===== src/rtl/freq_select.sv =====
// Operator frequency entry for the DDS: debounced up/down buttons step a
// saturating decimal value by 1/10/100/1000, with hold-to-repeat.
//
// state  | meaning
// -------+-------------------------------------------------------------
// S_IDLE | no button active, waiting for a single-button press
// S_WAIT | first step taken, timing the hold delay before auto-repeat
// S_RPT  | auto-repeat active, one step every REPEAT_RATE cycles
// S_LOCK | both buttons seen together, no stepping until both released
module freq_select #(
  parameter int unsigned DEBOUNCE_CYC = 500000,
  parameter int unsigned REPEAT_DLY   = 25000000,
  parameter int unsigned REPEAT_RATE  = 5000000,
  parameter int unsigned F_MIN        = 1,
  parameter int unsigned F_MAX        = 9999,
  parameter int unsigned F_RESET      = 1000
) (
  input  logic        clk,
  input  logic        clr_n,
  input  logic        btn_up_n,
  input  logic        btn_dn_n,
  input  logic [1:0]  step_sel,
  output logic [15:0] dec,
  output logic        dec_upd
);

  localparam int unsigned DB_W   = $clog2(DEBOUNCE_CYC + 1);
  localparam int unsigned RP_MAX = (REPEAT_DLY > REPEAT_RATE) ? REPEAT_DLY : REPEAT_RATE;
  localparam int unsigned RP_W   = $clog2(RP_MAX + 1);

  localparam logic [DB_W-1:0] DB_TC   = DB_W'(DEBOUNCE_CYC - 1);
  localparam logic [RP_W-1:0] DLY_TC  = RP_W'(REPEAT_DLY - 1);
  localparam logic [RP_W-1:0] RATE_TC = RP_W'(REPEAT_RATE - 1);
  localparam logic [16:0]     MIN_17  = 17'(F_MIN);
  localparam logic [16:0]     MAX_17  = 17'(F_MAX);
  localparam logic [15:0]     RST_16  = 16'(F_RESET);

  typedef enum logic [1:0] {S_IDLE, S_WAIT, S_RPT, S_LOCK} state_t;

  // index 0 = up button, index 1 = down button; all levels active-low
  logic [1:0]      sync1_q, sync1_d;
  logic [1:0]      sync2_q, sync2_d;
  logic [1:0]      db_q, db_d;
  logic [DB_W-1:0] db_cnt_q [2];
  logic [DB_W-1:0] db_cnt_d [2];

  state_t          state_q, state_d;
  logic            dir_up_q, dir_up_d;
  logic [RP_W-1:0] rpt_cnt_q, rpt_cnt_d;
  logic [15:0]     dec_q, dec_d;
  logic            upd_q, upd_d;

  logic            up_p, dn_p, dir_p, other_p;
  logic            do_step, step_up;
  logic [16:0]     step_v, dec_ext, nxt;

  // Two-stage synchronizer followed by a consecutive-mismatch debounce per button
  always_comb begin
    sync1_d = {btn_dn_n, btn_up_n};
    sync2_d = sync1_q;
    db_d    = db_q;
    for (int i = 0; i < 2; i++) begin
      db_cnt_d[i] = '0;
      if (sync2_q[i] != db_q[i]) begin
        if (db_cnt_q[i] == DB_TC) begin
          db_d[i] = sync2_q[i];
        end else begin
          db_cnt_d[i] = db_cnt_q[i] + DB_W'(1);
        end
      end
    end
  end

  // Shared button FSM, repeat timer and saturating step arithmetic
  always_comb begin
    up_p      = ~db_q[0];
    dn_p      = ~db_q[1];
    dir_p     = dir_up_q ? up_p : dn_p;
    other_p   = dir_up_q ? dn_p : up_p;
    state_d   = state_q;
    dir_up_d  = dir_up_q;
    rpt_cnt_d = rpt_cnt_q;
    do_step   = 1'b0;
    step_up   = dir_up_q;

    case (state_q)
      S_IDLE: begin
        rpt_cnt_d = '0;
        if (up_p && !dn_p) begin
          do_step  = 1'b1;
          step_up  = 1'b1;
          dir_up_d = 1'b1;
          state_d  = S_WAIT;
        end else if (dn_p && !up_p) begin
          do_step  = 1'b1;
          step_up  = 1'b0;
          dir_up_d = 1'b0;
          state_d  = S_WAIT;
        end else if (up_p && dn_p) begin
          state_d  = S_LOCK;
        end
      end
      S_WAIT, S_RPT: begin
        if (!dir_p) begin
          rpt_cnt_d = '0;
          state_d   = S_IDLE;
        end else if (other_p) begin
          rpt_cnt_d = '0;
          state_d   = S_LOCK;
        end else if (rpt_cnt_q == ((state_q == S_WAIT) ? DLY_TC : RATE_TC)) begin
          do_step   = 1'b1;
          rpt_cnt_d = '0;
          state_d   = S_RPT;
        end else begin
          rpt_cnt_d = rpt_cnt_q + RP_W'(1);
        end
      end
      S_LOCK: begin
        rpt_cnt_d = '0;
        if (!up_p && !dn_p) state_d = S_IDLE;
      end
      default: begin
        rpt_cnt_d = '0;
        state_d   = S_IDLE;
      end
    endcase

    case (step_sel)
      2'b00:   step_v = 17'd1;
      2'b01:   step_v = 17'd10;
      2'b10:   step_v = 17'd100;
      default: step_v = 17'd1000;
    endcase

    dec_ext = {1'b0, dec_q};
    if (step_up) begin
      nxt = ((dec_ext + step_v) > MAX_17) ? MAX_17 : (dec_ext + step_v);
    end else begin
      nxt = (dec_ext < (MIN_17 + step_v)) ? MIN_17 : (dec_ext - step_v);
    end

    dec_d = dec_q;
    upd_d = 1'b0;
    if (do_step) begin
      dec_d = nxt[15:0];
      upd_d = (nxt[15:0] != dec_q);
    end
  end

  // State registers; buttons reset to released, value to its power-on setting
  always_ff @(posedge clk or negedge clr_n) begin
    if (!clr_n) begin
      sync1_q     <= 2'b11;
      sync2_q     <= 2'b11;
      db_q        <= 2'b11;
      db_cnt_q[0] <= '0;
      db_cnt_q[1] <= '0;
      state_q     <= S_IDLE;
      dir_up_q    <= 1'b1;
      rpt_cnt_q   <= '0;
      dec_q       <= RST_16;
      upd_q       <= 1'b0;
    end else begin
      sync1_q     <= sync1_d;
      sync2_q     <= sync2_d;
      db_q        <= db_d;
      db_cnt_q[0] <= db_cnt_d[0];
      db_cnt_q[1] <= db_cnt_d[1];
      state_q     <= state_d;
      dir_up_q    <= dir_up_d;
      rpt_cnt_q   <= rpt_cnt_d;
      dec_q       <= dec_d;
      upd_q       <= upd_d;
    end
  end

  assign dec     = dec_q;
  assign dec_upd = upd_q;

endmodule


===== config.mk =====
export PLATFORM = sky130hd
export DESIGN_NAME = freq_select
export DESIGN_NICKNAME = d
export VERILOG_FILES = /design/src/rtl/freq_select.sv
export SDC_FILE = /design/constraint.sdc
export NUM_CORES = 1
export LEC_CHECK = 0
export ABC_AREA = 1
export CAP_MARGIN = 20
export CELL_PAD_IN_SITES_DETAIL_PLACEMENT = 0
export CELL_PAD_IN_SITES_GLOBAL_PLACEMENT = 2
export CORE_MARGIN = 2
export CORE_UTILIZATION = 32
export DETAILED_ROUTE_END_ITERATION = 6
export PLACE_DENSITY_LB_ADDON = 0.2
export SLEW_MARGIN = 20
export SYNTH_ARGS = -nofsm -noshare
export SYNTH_HDL_FRONTEND = slang
export SYNTH_SLANG_ARGS = --single-unit

===== constraint.sdc =====
create_clock -name clk -period 5.02 [get_ports clk]
set_clock_uncertainty 0.05 [all_clocks]
set_input_delay 1.004 -clock clk [delete_from_list [all_inputs] [get_ports clk]]
set_output_delay 1.004 -clock clk [all_outputs]
set_load 0.1 [all_outputs]

[After elaboration in Yosys (flattened, before gate mapping)]
Index checks and enable logic that the tools add are counted.
Storage, ports and cells
  word-level logic and storage cells: 79
  output and inout port bits: 17
  flip-flop bits (word level): 89
Operators by class
  add/sub/neg operators: 6
  muxes and demuxes: 33
  bitwise gates (word level): 2
  eq/ne operators: 14
  $lt $le $gt $ge: 2
  reduce and logical (&&, ||, !) cells: 11
Operators by type and width (number)
  2-to-1 mux 25 bit: 4
  2-to-1 mux 19 bit: 4
  case mux 25 bit (2 select lines): 1
  2-to-1 mux 16 bit: 3
  adder 19 x 1 -> 19 bit (second input constant): 2
  equality test 19 bit (second input constant): 2
  case mux 10 bit (3 select lines): 1
  adder 25 x 1 -> 25 bit (second input constant): 1
  equality test 25 bit: 1
  adder 1 x 17 -> 17 bit (first input constant): 1
  adder 16 x 10 -> 17 bit: 1
  greater-than comparator 17 x 14 -> 1 bit (second input constant): 1
  less-than comparator 16 x 17 -> 1 bit: 1
  != test 16 bit: 1
  subtractor 16 x 10 -> 16 bit: 1
  2-to-1 mux 2 bit: 7
  2-to-1 mux 1 bit: 11
  != test 4 bit (second input constant): 2
  equality test 2 bit (second input constant): 3
  case mux 2 bit (3 select lines): 1
  equality test 2 x 1 -> 1 bit (second input constant): 2
  logical AND 1 bit: 4
  logical NOT 2 bit: 2
  AND reduction 2 bit: 2
  other kinds (6): 9

[Logic depth before layout (Yosys ltp)]
  depth in word-level cells: 8
  gate-level depth with buffers: 26
  depth with buffers taken out: 26

[Least setup slack after synthesis]
No wires, ideal clock.
  path type: in2reg
  start point: in step_sel[1]
  end point: reg upd_q (netlist: dec_upd)
  path buffers: 1
  arrival time: 3.260 ns
  stages on the path: 25
  library setup time: 0.116 ns
  slack: 1.595 ns
  path through: inv_2 nand2_1 ha_1 inv_1 ha_1 inv_1 nand2_2 nand2_1 nand2_2 nand2_1 nand2_1 nand2_1 nand2_2 and2_1 nor2_2 nor2_8 nand2_4 nand2_4 buf_12 nand3b_1 nand2_1 nor2_1 nand3_1 nor2_1 nor2_1
Between the ends
  word-level cells in the longest chain between the ends: 8
Ends and longest elaborated chain
  from (decl): RTL line 22  | input logic [1:0] step_sel,
  equality test 2 bit (tied with other cells): RTL line 128  | case (step_sel)
  case mux 10 bit (3 select lines) (*): RTL line 128
  adder 1 x 17 -> 17 bit / adder 16 x 10 -> 17 bit (equally long branches): RTL line 139, 137
  less-than comparator 16 x 17 -> 1 bit / greater-than comparator 17 x 14 -> 1 bit (equally long branches): RTL line 139, 137
  2-to-1 mux 16 bit, on equally long branches: RTL line 139, 137
  2-to-1 mux 16 bit (*): RTL line 136  | if (step_up) begin
  != test 16 bit (*): RTL line 146  | upd_d = (nxt[15:0] != dec_q);
  2-to-1 mux 1 bit (*): RTL line 144  | if (do_step) begin
  named net upd_d: RTL line 51  | logic upd_q, upd_d;
  to (signal assigned): RTL line 173  | upd_q <= upd_d;
  to (decl): RTL line 51
Mark *: on every way through the listed nets, which the timed path passes. The rest lies on a longest branch.
A chain may end at the register's enable or synchronous reset.

[Worst setup path after layout]
Ends and elaborated chain as after synthesis.

==> impl_metrics.tcl <==
set metrics [dict create \
    synth_area_per_cell_um2 7.21 \
    maxCapViolCount 0 \
    grt_pass1_wl_um 28800 \
    ctsResizeCount 0 \
    ant_nets 0 \
    slew_violations 0 \
    viasPerCell 4.75 \
    area_growth_pct 11.6 \
    wl_per_cell_um 14.1 \
    drive_gt1_share_pct 10.4 \
    slew-limit-headroom_pct 31.7 \
    io_buffer_count 22 \
    final.setup.tns_ps 0 \
    clk_pin_slew_ps 70 \
    cp.required_ps 5170 \
    hold_violations 0 \
    clk_latency_ps 350 \
    n_antenna_cell 0 \
    ctsHtreeMaxLevel 3 \
    grt_pass1_vias 5713 \
    gr-total-overflow 0 \
    clock_sinks 89 \
    wl_um 17100 \
    critPathSlowestCell "clkdlybuf4s50_1" \
    dp_slack_ps 281 \
    crit_chain "clkdlybuf4s50_1 > inv_2 > nor2_1 > inv_1 > ha_1 > a21oi_1 > o21ai_0 > nand3_1 > nand3_1 > nand2_1 > o21ai_0 > nor2_1 > nor2_1 > nand2_1 > nand2_1 > nand2_1 > nand2_1 > nand3_1 > nor2_1 > nand2_1 > nor2_1 > nor2_1" \
    p_leak_nw 3.33 \
    path_buf_inv 3 \
    critPathTopFamily "simple AND/OR/NAND/NOR gates" \
    synthArstFlopShare_pct 100 \
    synth_top_area_share_pct 28.6 \
    yosys_warnings 0 \
    hpwl_um 13600 \
    ys_seq_area_share_pct 33.8 \
    p_per_area_mw_per_mm2 214 \
    numCtsBuffers 9 \
    start_util_pct 32.7 \
    worst_slack_ps 666 \
    dieArea_mm2 0.0219 \
    gp_congestion 0.827 \
    ys_types 53 \
    crit_arrival_ps 4510 \
    synth_edf_count 0 \
    muxShareOfSynthArea_pct 0.339 \
    nNetsFinal 986 \
    max_freq_ghz 0.230 \
    ys_seq_elements 89 \
    irDropWorstVdd_mv 0.159 \
    cts_tree "built" \
    synthCells 921 \
    io_pins 23 \
    drc 0 \
    synth_ff_type "dfrtp_1" \
    yosysMostFrequentCell "nand2_1" \
    die_x_um 148 \
    core_mm2 0.0203 \
    worstSetupStartpointType "input pin" \
    cts_setup_buffers 0 \
    worstPathMaxFanout 7 \
    cts-hold-fix-buffers 0 \
    num_rows 52 \
    first_pass_iters 5 \
    endpoint_kind "flip-flop" \
    grt_max_degree 47 \
    slowest_delay_ps 640 \
    timing.hold.ws_ps 309 \
    fin_crit_ps 4350 \
    grt_antenna_before_repair 0 \
    hp-class "reg -> reg" \
    synthXorXnorAreaFrac_pct 3.01 \
    synth.top_cells.by_area "dfrtp_1, nand2_1, ha_1, inv_1, nor2_1" \
    yosys.area_share.simple_pct 36.0 \
    rsz0062_at_grt "false" \
    synth_area_mm2 0.00664 \
    worst_slew_pin_slew_ps 1020 \
    power_mw 1.59 \
    cts_buffer_depth 2 \
    die_h_um 148 \
    drt_iter0_drc 277 \
    finalSetupViolations 0 \
    gr-usage-all-layers_pct 16.2 \
    synth_common_cells "nand2_1, inv_1, nor2_1" \
    syn_nets 966 \
    synth-compound-area-share_pct 10.2 \
    num_vias 5778 \
    synthAdderAreaFrac_pct 7.46 \
    synth_top_family_by_area "simple AND/OR/NAND/NOR gates" \
    period_share_pct 86.7 \
    status "complete, no violations" \
    yosys.area.top_type "dfrtp_1" \
    setup.worst_path.class "in -> reg" \
    cts-root-buf "clkbuf_16" \
]
==> cells in the final DEF, fill, tap and decap left out, types with 6 or more instances in the layout <==
| cell | instances |
|---|---|
| ha_1 | 38 |
| nand2_1 | 191 |
| nand2_2 | 17 |
| o21ai_0 | 42 |
| nor3b_1 | 10 |
| dfstp_2 | 13 |
| nor3_1 | 37 |
| clkdlybuf4s50_1 | 21 |
| a211oi_1 | 7 |
| nor2_1 | 108 |
| dfrtp_1 | 76 |
| xor2_1 | 20 |
| clkbuf_16 | 9 |
| buf_4 | 6 |
| inv_1 | 121 |
| nor4_1 | 12 |
| a21oi_1 | 55 |
| nor2_2 | 13 |
| nand3_1 | 60 |
| inv_2 | 8 |
| nand4_1 | 21 |
| nand3_2 | 6 |
==> power breakdown <==
group,switching [mW],leakage (nW),internal [mW]
sequential,0.00345,1.13,0.724
combinational,0.126,2.06,0.0607
clock,0.324,0.143,0.351
total,0.454,3.33,1.13
==> flip-flops by register name, indices dropped and copies added (netlist names) <==
register	cells
db_cnt_q	38
rpt_cnt_q	25
dec	16
db_q	2
state_q	2
sync1_q	2
sync2_q	2
dec_upd	1
dir_up_q	1
==> final cells by class <==
type	instances	area (um2)
clock inverters	7	72.6
well taps	270	338
repair buffers	27	255
flip-flops and latches	89	2240
clock buffers	9	225
multi-input cells	685	3790
inverters	129	484
fillers	2206	12900
==> layer usage <==
metal	track usage, %	vias up	wire length, um
met2	26.6	51	7890
met5	0	-	0
met4	3.24	0	170
li1	-	3064	-
met1	22.6	2650	8740
met3	2.52	13	346
==> worst register-to-register path, delay by kind of cell (launching register included) <==
family                   cells  cell delay, ps
AO/OA/AOI/OAI                3             860
adder cells (fa/ha/maj)      2             420
buffers and inverters        2             210
AND/OR/NAND/NOR             14            1210
flip-flops                   1             420
==> final timing paths <==
path / start / end / slack [ps] / cells past startpoint
setup reg to reg: dec[0] / dec_upd / 1710 / 21
hold / removal: sync1_q[1] / sync2_q[1] / 310 / 0
setup / recovery: step_sel[1] / dec_upd / 670 / 22
min in group asynchronous: clr_n / rpt_cnt_q[4] / 590 / 1
hold reg to reg: sync1_q[1] / sync2_q[1] / 310 / 0
max in group asynchronous: clr_n / db_cnt_q[8] / 3290 / 2
==> per-stage QoR <==
| stage | instances | instance area (um2) | util, % |
|---|---|---|---|
| finish | 1216 | 7410 | 36.5 |
| floorplan | 921 | 6640 | - |
| detailed placement | 1200 | 7110 | 35.0 |
| CTS | 1216 | 7410 | 36.5 |
| global route | 1216 | 7410 | 36.5 |
| global placement | 1200 | 7110 | 35.0 |
==> logic make-up (layout without fill, tap and decap cells) <==
| kind of cell | after synthesis | after routing |
|---|---|---|
| AOI/OAI and AO/OA | 122 | 122 |
| xor gates and xnor gates | 22 | 22 |
| adders and majority gates | 39 | 39 |
| buffers and inverters | 147 | 172 |
| DFF | 89 | 89 |
| muxes | 2 | 2 |
| other | 1 | 1 |
| and+or+nand+nor | 499 | 499 |
(Power assumes the default switching activity.)
